**src/rtl/dcache_pkg.sv**
```systemverilog
// Shared definitions for the dcache flush engine: FSM states, tag-entry field
// positions and the writeback line-address assembly helper.
package dcache_pkg;

    typedef enum logic [2:0] {
        ST_IDLE,
        ST_READ,
        ST_CHECK,
        ST_WRITE,
        ST_UPDATE,
        ST_DONE
    } flushState_t;

    // Tag entry fields counted down from the top bit: valid, dirty, then the address tag.
    localparam int VALID_FROM_TOP    = 1;
    localparam int DIRTY_FROM_TOP    = 2;
    localparam int ADDR_TAG_FROM_TOP = 3;

    function automatic logic [63:0] lineAddr(input logic [63:0] tag,
                                             input logic [63:0] idx,
                                             input int          idxW,
                                             input int          offW);
        return ((tag << idxW) | idx) << offW;
    endfunction

endpackage

```
**src/rtl/dcache_flush_engine.sv**
```systemverilog
// Flush/writeback engine: walks every set of every way, writes dirty lines back
// to memory, then cleans or invalidates each line in the tag SRAM.
module dcache_flush_engine
    import dcache_pkg::*;
#(
    parameter int NUM_SETS = 16,
    parameter int NUM_WAYS = 2,
    parameter int LINE_W   = 256,
    parameter int TAG_W    = 25,
    parameter int ADDR_W   = 32,
    parameter int OFFSET_W = 5,
    localparam int IDX_W   = $clog2(NUM_SETS),
    localparam int WAY_W   = (NUM_WAYS > 1) ? $clog2(NUM_WAYS) : 1,
    localparam int CNT_W   = $clog2(NUM_SETS * NUM_WAYS) + 1
) (
    input  logic              clk_i,
    input  logic              rst_i,
    input  logic              flush_req_i,
    input  logic              mode_inv_i,
    input  logic              cache_idle_i,
    output logic              flush_busy_o,
    output logic              flush_done_o,
    output logic [IDX_W-1:0]  sram_idx_o,
    output logic [WAY_W-1:0]  sram_way_o,
    output logic              sram_rd_o,
    input  logic [TAG_W-1:0]  sram_tag_i,
    input  logic [LINE_W-1:0] sram_data_i,
    output logic              sram_clean_o,
    output logic              sram_inv_o,
    output logic              mem_enable_o,
    output logic              mem_write_o,
    output logic [ADDR_W-1:0] mem_addr_o,
    output logic [LINE_W-1:0] mem_data_o,
    input  logic              mem_ack_i,
    output logic [CNT_W-1:0]  wb_count_o
);

    localparam int VALID_BIT   = TAG_W - VALID_FROM_TOP;
    localparam int DIRTY_BIT   = TAG_W - DIRTY_FROM_TOP;
    localparam int ADDR_TAG_HI = TAG_W - ADDR_TAG_FROM_TOP;

    flushState_t       state_q, state_d;
    logic [IDX_W-1:0]  idx_q, idx_d;
    logic [WAY_W-1:0]  way_q, way_d;
    logic              invMode_q, invMode_d;
    logic [TAG_W-1:0]  lineTag_q, lineTag_d;
    logic [LINE_W-1:0] lineData_q, lineData_d;
    logic [CNT_W-1:0]  wbCount_q, wbCount_d;
    logic              advance;
    logic              lastLine;

    assign lastLine   = (idx_q == IDX_W'(NUM_SETS - 1)) && (way_q == WAY_W'(NUM_WAYS - 1));
    assign wb_count_o = wbCount_q;

    always_ff @(posedge clk_i or negedge rst_i) begin
        if (!rst_i) begin
            state_q    <= ST_IDLE;
            idx_q      <= '0;
            way_q      <= '0;
            invMode_q  <= 1'b0;
            lineTag_q  <= '0;
            lineData_q <= '0;
            wbCount_q  <= '0;
        end else begin
            state_q    <= state_d;
            idx_q      <= idx_d;
            way_q      <= way_d;
            invMode_q  <= invMode_d;
            lineTag_q  <= lineTag_d;
            lineData_q <= lineData_d;
            wbCount_q  <= wbCount_d;
        end
    end

    // All port outputs decode from the state register, so reset clears them without waiting for a clock.
    always_comb begin
        state_d      = state_q;
        idx_d        = idx_q;
        way_d        = way_q;
        invMode_d    = invMode_q;
        lineTag_d    = lineTag_q;
        lineData_d   = lineData_q;
        wbCount_d    = wbCount_q;
        advance      = 1'b0;
        flush_busy_o = (state_q != ST_IDLE);
        flush_done_o = 1'b0;
        sram_idx_o   = idx_q;
        sram_way_o   = way_q;
        sram_rd_o    = 1'b0;
        sram_clean_o = 1'b0;
        sram_inv_o   = 1'b0;
        mem_enable_o = 1'b0;
        mem_write_o  = 1'b0;
        mem_addr_o   = '0;
        mem_data_o   = '0;

        case (state_q)
            ST_IDLE: begin
                if (flush_req_i && cache_idle_i) begin
                    invMode_d = mode_inv_i;
                    wbCount_d = '0;
                    idx_d     = '0;
                    way_d     = '0;
                    state_d   = ST_READ;
                end
            end
            ST_READ: begin
                sram_rd_o  = 1'b1;
                lineTag_d  = sram_tag_i;
                lineData_d = sram_data_i;
                state_d    = ST_CHECK;
            end
            ST_CHECK: begin
                if (lineTag_q[VALID_BIT] && lineTag_q[DIRTY_BIT]) begin
                    state_d = ST_WRITE;
                end else begin
                    sram_inv_o = lineTag_q[VALID_BIT] && invMode_q;
                    advance    = 1'b1;
                end
            end
            ST_WRITE: begin
                mem_enable_o = 1'b1;
                mem_write_o  = 1'b1;
                mem_addr_o   = ADDR_W'(lineAddr(64'(lineTag_q[ADDR_TAG_HI:0]), 64'(idx_q),
                                                IDX_W, OFFSET_W));
                mem_data_o   = lineData_q;
                if (mem_ack_i) begin
                    wbCount_d = wbCount_q + 1'b1;
                    state_d   = ST_UPDATE;
                end
            end
            ST_UPDATE: begin
                sram_inv_o   = invMode_q;
                sram_clean_o = !invMode_q;
                advance      = 1'b1;
            end
            ST_DONE: begin
                flush_done_o = 1'b1;
                state_d      = ST_IDLE;
            end
            default: state_d = ST_IDLE;
        endcase

        // Pointer is {way, idx}: the set index wraps first, then the way steps.
        if (advance) begin
            if (lastLine) begin
                state_d = ST_DONE;
            end else begin
                state_d = ST_READ;
                idx_d   = idx_q + 1'b1;
                if (idx_q == IDX_W'(NUM_SETS - 1)) begin
                    idx_d = '0;
                    way_d = way_q + 1'b1;
                end
            end
        end
    end

endmodule

```
**config.mk**
```make
export PLATFORM = sky130hd
export DESIGN_NAME = dcache_flush_engine
export DESIGN_NICKNAME = d
export VERILOG_FILES = /design/src/rtl/dcache_pkg.sv /design/src/rtl/dcache_flush_engine.sv
export SDC_FILE = /design/constraint.sdc
export NUM_CORES = 1
export LEC_CHECK = 0
export BUFFER_PORTS_ARGS = -buffer_cell sky130_fd_sc_hd__buf_4
export CAP_MARGIN = 20
export CORE_AREA = 5 5 229 231
export DETAILED_ROUTE_END_ITERATION = 7
export DIE_AREA = 0 0 234 236
export SETUP_SLACK_MARGIN = 0.1
export SYNTH_ARGS = -nofsm -noshare
export SYNTH_HDL_FRONTEND = slang
export SYNTH_SLANG_ARGS = --single-unit
export TNS_END_PERCENT = 20
```
**constraint.sdc**
```tcl
create_clock -name clk_i -period 5.3 [get_ports clk_i]
set_clock_uncertainty 0.15 [all_clocks]
set_input_delay 1.06 -clock clk_i [delete_from_list [all_inputs] [get_ports clk_i]]
set_output_delay 1.06 -clock clk_i [all_outputs]
set_load 0.005 [all_outputs]
```
==> impl_results.md, run 1 <==
- Status: completed
- GR Util met1: about 17%
- Asr flop ratio synth: 100%
- Antenna violations before repair: 1
- Lkg Pwr: between 9 and 10 nW
- Post-CTS setup buffer count: 0
- Worst Setup Start Kind: flop
- Pin slew with the least headroom to its limit: between 1000 and 1500 ps
- TritonCTS buffer count: 36
- Die Wd: ~230 um
- I/O pin total: about 590
- Crit path kind: flop to output port
- CTS max path bufs: 3
- Worst EP required: 4090 ps
- Die ar.: 0.0552 mm2
- DIE HEIGHT: between 200 and 250 um
- Hold buffers post-CTS: 0
- Post-CTS sizing: 0
- Seq/Total Area, Yosys: between 50% and 60%
- Worst-Skew Late Latency: around 530 ps
- Mapped cell area: between 0.01 and 0.015 mm2
- WL/cell: around 18 um
- Final Max Slew Viols: 0
- Post-Syn Area per Cell: around 13 um2
- CTS tree: yes
- Met3 Use GR: under 10%
- Post-DRT Antenna Nets: 0
- Main combinational cell family by area after synthesis: multiplexers
- P&R area growth vs syn: 46.7%
- GR Overflow Total: 0
- DRC viols: 0
- GRT busiest layer: met2
- Worst-path cell chain: and3b_4, buf_12, and2_1, buf_4
- Adder-cell share of the synthesized area: less than 1%
- Layout fillers: 4864
- Diode count: 0
- Starting Density: around a quarter
- EDFF count, synth: 0
- Synthesized flop and latch total: approximately 300
- VDD IR max: roughly 0.00028 V
- Normalized max-slew margin: between 30% and 40%
- Tcrit/Tclk final: 78.7%
- Data arrival, critical path: just under 3000 ps
- Multiplexer share of the synthesized area: a little under a quarter
- First-pass GRT wire length: about 60000 um
- DR vias: just under 10000
- Core area: 0.0499 mm2
- Vias in the first global route: 10100
- Setup TNS: 0 ps
- HP Class: input port to asynchronous set/reset pin
- R2r setup slk: roughly 2500 ps
- Number of port buffers: between 500 and 600
- # nets final: ~1900
- 1st-iter DRT viols: 400
- Setup crit end kind: output port
- RD Place Congestion: 0.818
- Max frequency: between 0.2 and 0.25 GHz
- Vias per cell: between 4 and 5
- Synth warnings: 0
- Xor and xnor area share after synthesis: less than 1%
- Pwr/cell area: 513 mW/mm2
- Tmin final: about 4200 ps
- Final setup fails: 0
- Final Hold Viols: 0
- Top FF cell, synth: dfrtp_1
- CTS root buffer: clkbuf_16
- All-Layer GR Usage: between 10% and 20%
- Initial DRT Pass Iterations: 4
- FP Rows: between 80 and 90
- Post-Synth Simple-Gate Area: between 10% and 20%
- Crit path max-delay cell type: and3b_4
- H-tree depth: 2
- Compound-Gate Fraction of Synth Area: 1.35%
- Yosys cell types: between 40 and 50
- Met2 usage: approximately 24%
- Unrepaired setup endpoints after global routing: no
- Fin Hold WS: between 300 and 400 ps
- Aggregate routed wire length: slightly above 40000 um
- DP HPWL: ~30000 um
- Fraction of layout instances using a drive strength above 1: between 50% and 60%
- Max Cap Viol: 0
- Crit-path max cell delay: a little over 900 ps
- Largest net degree at the start of global routing: 169
- TritonCTS Sinks: 296
- Cells after Synth: just over 1000
- Crit Path Max Fanout: between 90 and 100
- Reg clk slew, reported paths: 60 ps
stage by stage:
step	cells	cell area (um2)	setup WS [ps]	utilization [%]	total power, mW
global placement	2210	18200	1640	36.6	7.58
CTS	2272	19400	1010	38.9	10.2
global route	2272	19400	835	38.9	10.6
floorplan	1019	13200	2650	-	6.23
finish	2272	19400	1130	38.9	9.95
detailed placement	2210	18200	1590	36.6	7.67
layout make-up:
class                           instances  area [um2]  area share, %
Multi-Input combinational cell        645        5440           28.1
Inverter                                4        15.0         0.0775
Sequential cell                       296        7410           38.2
Clock buffer                           56        1110           5.71
Tap cell                              672         841           4.34
Timing Repair Buffer                  593        4530           23.4
Clock inverter                          6        33.8          0.174
kinds of logic (layout without fill, tap and decap cells):
kind of cell	after synthesis	count (layout)
simple gates	331	331
flops	296	296
mux	281	281
buf+inv	78	659
compound gates	25	25
fa+ha+maj	2	2
other cells	1	5
xor+xnor	1	1
Yosys cell counts (2+ instances only):
| cell type | n | area, um2 |
|---|---|---|
| or4_1 | 2 | 15.0 |
| o31ai_1 | 2 | 15.0 |
| dfrtp_1 | 296 | 7410 |
| and3b_1 | 2 | 17.5 |
| ha_1 | 2 | 25.0 |
| and3_1 | 2 | 12.5 |
| buf_4 | 13 | 97.6 |
| and2_1 | 283 | 1770 |
| clkbuf_1 | 32 | 120 |
| or3_1 | 2 | 12.5 |
| mux2_2 | 280 | 3150 |
| buf_2 | 26 | 130 |
| nor2_1 | 5 | 18.8 |
| nand2_1 | 18 | 67.6 |
| inv_1 | 4 | 15.0 |
| nand3_1 | 6 | 30.0 |
| buf_6 | 2 | 22.5 |
| o21ai_0 | 5 | 25.0 |
| nor3b_1 | 3 | 22.5 |
| a21oi_1 | 8 | 40.0 |
worst max-delay path: cells and delay by family (launching register included):
family	cells	cell delay, ps
and+or+nand+nor	2	1180
buffers and inverters	2	510
DFF	1	680
per-layer routing:
layer | wire length [um] | part of all wire (%)
met5 | 13 | 0.032
met2 | 20500 | 50
met4 | 991 | 2.4
met1 | 16000 | 39
met3 | 3320 | 8.1
sequential cells by signal, summed over array words and instances, names as in the netlist:
register / flops
sram_idx_o: 4
lineTag_q: 25
sram_way_o: 1
wb_count_o: 6
state_q: 3
invMode_q: 1
lineData_q: 256
where the power goes:
part	internal (mW)	switching, mW	leakage [nW]
Sequential	3.42	0.607	3.50
Combinational	2.18	1.36	5.13
Clock	1.43	0.959	0.569
final timing paths:
kind	from	cells after the start	to
setup / recovery	state_q[0]	4	mem_data_o[147]
hold / removal	rst_i	1	lineData_q[247]
setup reg to reg	state_q[0]	4	wb_count_o[5]
hold reg to reg	lineData_q[4]	1	lineData_q[4]
max in group asynchronous	rst_i	2	lineData_q[176]
min in group clk_i	lineData_q[4]	1	lineData_q[4]
cell usage in the layout (no fill, tap or decap), types with 2 or more instances in the layout:
cell,count
or3_1,2
conb_1,5
inv_1,4
a21oi_1,8
buf_12,6
and3_1,2
nand2_1,18
nor3b_1,3
buf_4,586
nand3_1,6
clkbuf_16,37
dfrtp_1,296
clkinv_2,5
mux2_2,280
ha_1,2
clkbuf_8,11
o31ai_1,2
nor2_1,5
o21ai_0,5
and2_1,283
or4_1,2
clkbuf_1,8
(Power assumes the default switching activity.)
==> run 2, diff against run 1 <==
Clock period 5.3 ns to 4.08 ns, I/O delays scaled along.
==> run 2 against run 1 <==
Effect of this change:
- cell count increased by 0.62%
- sequential share of layout area decreased by 0.20 points
- wire length decreased by 0.62%
- sequential cell count unchanged
- non-clock buffer count increased by 14
- utilization increased by 0.20 points
- global-route usage decreased by 0.11 points
- critical path depth unchanged
- sequential power increased by 30%
- clock power increased by 29%
==> impl_results.md, run 2 (synthesized netlist as in run 1, its figures left out) <==
- Antenna violations before repair: 1 (unchanged)
- Tcrit/Tclk final: 86.2%
- Clock power share: 23.7% (-0.3 points)
- Final Hold Viols: 0 (unchanged)
- I/O pin total: 593 (unchanged)
- Worst EP required: 3110 ps (-980 ps)
- Pin slew with the least headroom to its limit: 780 ps (-223 ps)
- Hold buffers post-CTS: 0 (unchanged)
- Sw Ratio: 29.5% (+0.082 points)
- # nets final: 1878 (+0.70%)
- Data arrival, critical path: 2550 ps (-410 ps)
- Final setup fails: 0 (unchanged)
- DIE HEIGHT: 236 um (unchanged)
- HP Class: input port to asynchronous set/reset pin
- Pwr/cell area: 666 mW/mm2 (+30%)
- Initial DRT Pass Iterations: 4 (unchanged)
- GR Overflow Total: 0 (unchanged)
- Final Max Slew Viols: 0 (unchanged)
- Largest net degree at the start of global routing: 216 (+28%)
- FP Rows: 82 (unchanged)
- Post-CTS sizing: 0 (unchanged)
- Worst Setup Start Kind: flop
- R2r setup slk: 1330 ps (-1150 ps)
- Status: completed
- Die ar.: 0.0552 mm2 (unchanged)
- Pint: 9.15 mW (+30%)
- Number of port buffers: 587 (unchanged)
- Die Wd: 234 um (unchanged)
- Most frequent cells in the layout: 599 x buf_4, 296 x dfrtp_1, 283 x and2_1, 280 x mux2_2, 35 x clkbuf_16
- CTS max path bufs: 3 (unchanged)
- RD Place Congestion: 0.824 (+0.76%)
- Aggregate routed wire length: 40600 um (-0.62%)
- Commonest non-fill, non-tap cell in the layout: buf_4
- Diode count: 0 (unchanged)
- 1st-iter DRT viols: 473 (+18%)
- DR vias: 9729 (+0.60%)
- Max Cap Viol: 0 (unchanged)
- Setup crit end kind: output port
- All-Layer GR Usage: 14.0% (-0.11 points)
- WL/cell: 17.8 um (-1.2%)
- Register share of total power: 40.4% (about the same)
- Fin Hold WS: 124 ps (-186 ps)
- Worst-Skew Late Latency: 520 ps (about the same)
- Largest Register: lineData_q
- H-tree depth: 2 (unchanged)
- Max reg flops: 256 (unchanged)
- Finished Cell Area: 0.0195 mm2 (+0.52%)
- Lkg Pwr: 9.26 nW (+0.71%)
- Crit path kind: flop to output port
- CTS root buffer: clkbuf_16
- First-pass GRT wire length: 61400 um (-0.39%)
- CTS tree: yes
- Vias per cell: 4.26 (about the same)
- Reg clk slew, reported paths: 60 ps (about the same)
- Normalized max-slew margin: 48.0% (+15 points)
- Post-DP Area: 0.0184 mm2 (+0.64%)
- TritonCTS buffer count: 35 (-2.8%)
- Switching Power: 3.82 mW (+31%)
- Logic pwr share: 35.8% (+0.3 points)
- Vias in the first global route: 10300 (+1.5%)
- DP HPWL: 30500 um (+2.2%)
- Post-DRT Antenna Nets: 0 (unchanged)
- P&R area growth vs syn: 47.4%
- Max frequency: around 0.28 GHz
- Post-CTS setup buffer count: 0 (unchanged)
- Unrepaired setup endpoints after global routing: no
- Core area: 0.0499 mm2 (unchanged)
- Starting Density: 26.5% (unchanged)
- DRC viols: 0 (unchanged)
- Setup TNS: 0 ps (unchanged)
- Tmin final: between 3000 and 4000 ps
- Util after Layout: 39.1% (+0.20 points)
- Fraction of layout instances using a drive strength above 1: 58.7% (+0.49 points)
- VDD IR max: 0.000305 V (+8.7%)
- TritonCTS Sinks: 296 (unchanged)
- Crit Path Max Fanout: 215 (+140%)
## run 2: worst paths after layout
path	cells after the start	startpoint	to
worst max-delay path	4	state_q[0]	mem_data_o[192]
worst min register to register	1	lineData_q[134]	lineData_q[134]
worst min-delay path	1	rst_i	lineData_q[6]
worst max register to register	4	state_q[0]	lineData_q[148]
max in group asynchronous	2	rst_i	lineData_q[216]
min in group clk_i	1	lineData_q[134]	lineData_q[134]
## run 2: layout make-up
cell class | count | area [um2]
Clock inverter | 15 | 143
Tap cell | 672 | 841
Fill cell | 4891 | 30400
Timing Repair Buffer | 607 | 4650
Sequential cell | 296 | 7410
Inverter | 4 | 15.0
Clock buffer | 47 | 981
Multi-Input combinational cell | 645 | 5440
## run 2: critical path, stage by stage, from the launching register on
cell and delay (ps):
dfrtp_1 690, and3b_4 320, buf_12 470, and2_1 250
buf_4 120
## run 2: power groups by stage
stage | registers, mW | clock network [mW] | logic, mW
floorplan | 4.91 | 0 | 3.18
global placement | 5.28 | 0 | 4.61
detailed placement | 5.29 | 0 | 4.74
CTS | 5.27 | 3.20 | 4.74
global route | 5.44 | 3.31 | 5.09
finish | 5.24 | 3.08 | 4.64
## run 2: metrics by stage
| stage | power [mW] | setup WS, ps | std cells |
|---|---|---|---|
| after detailed placement | 10.0 | 1060 | 2224 |
| final | 13.0 | 562 | 2286 |
| after floorplan | 8.10 | 1670 | 1019 |
| after global placement | 9.89 | 1110 | 2224 |
| after CTS | 13.2 | 457 | 2286 |
| after global routing | 13.8 | 356 | 2286 |
## run 2: layer usage
layer  routed length, um  part of all wire (%)  vias up  global-route usage, %
met5                  13                 0.032        -                      0
met4                1120                   2.8        2                   4.29
met3                3200                   7.9       65                   4.32
met2               20200                    50      332                   23.8
met1               16000                    40     4778                   17.0
li1                    -                     -     4552                      -
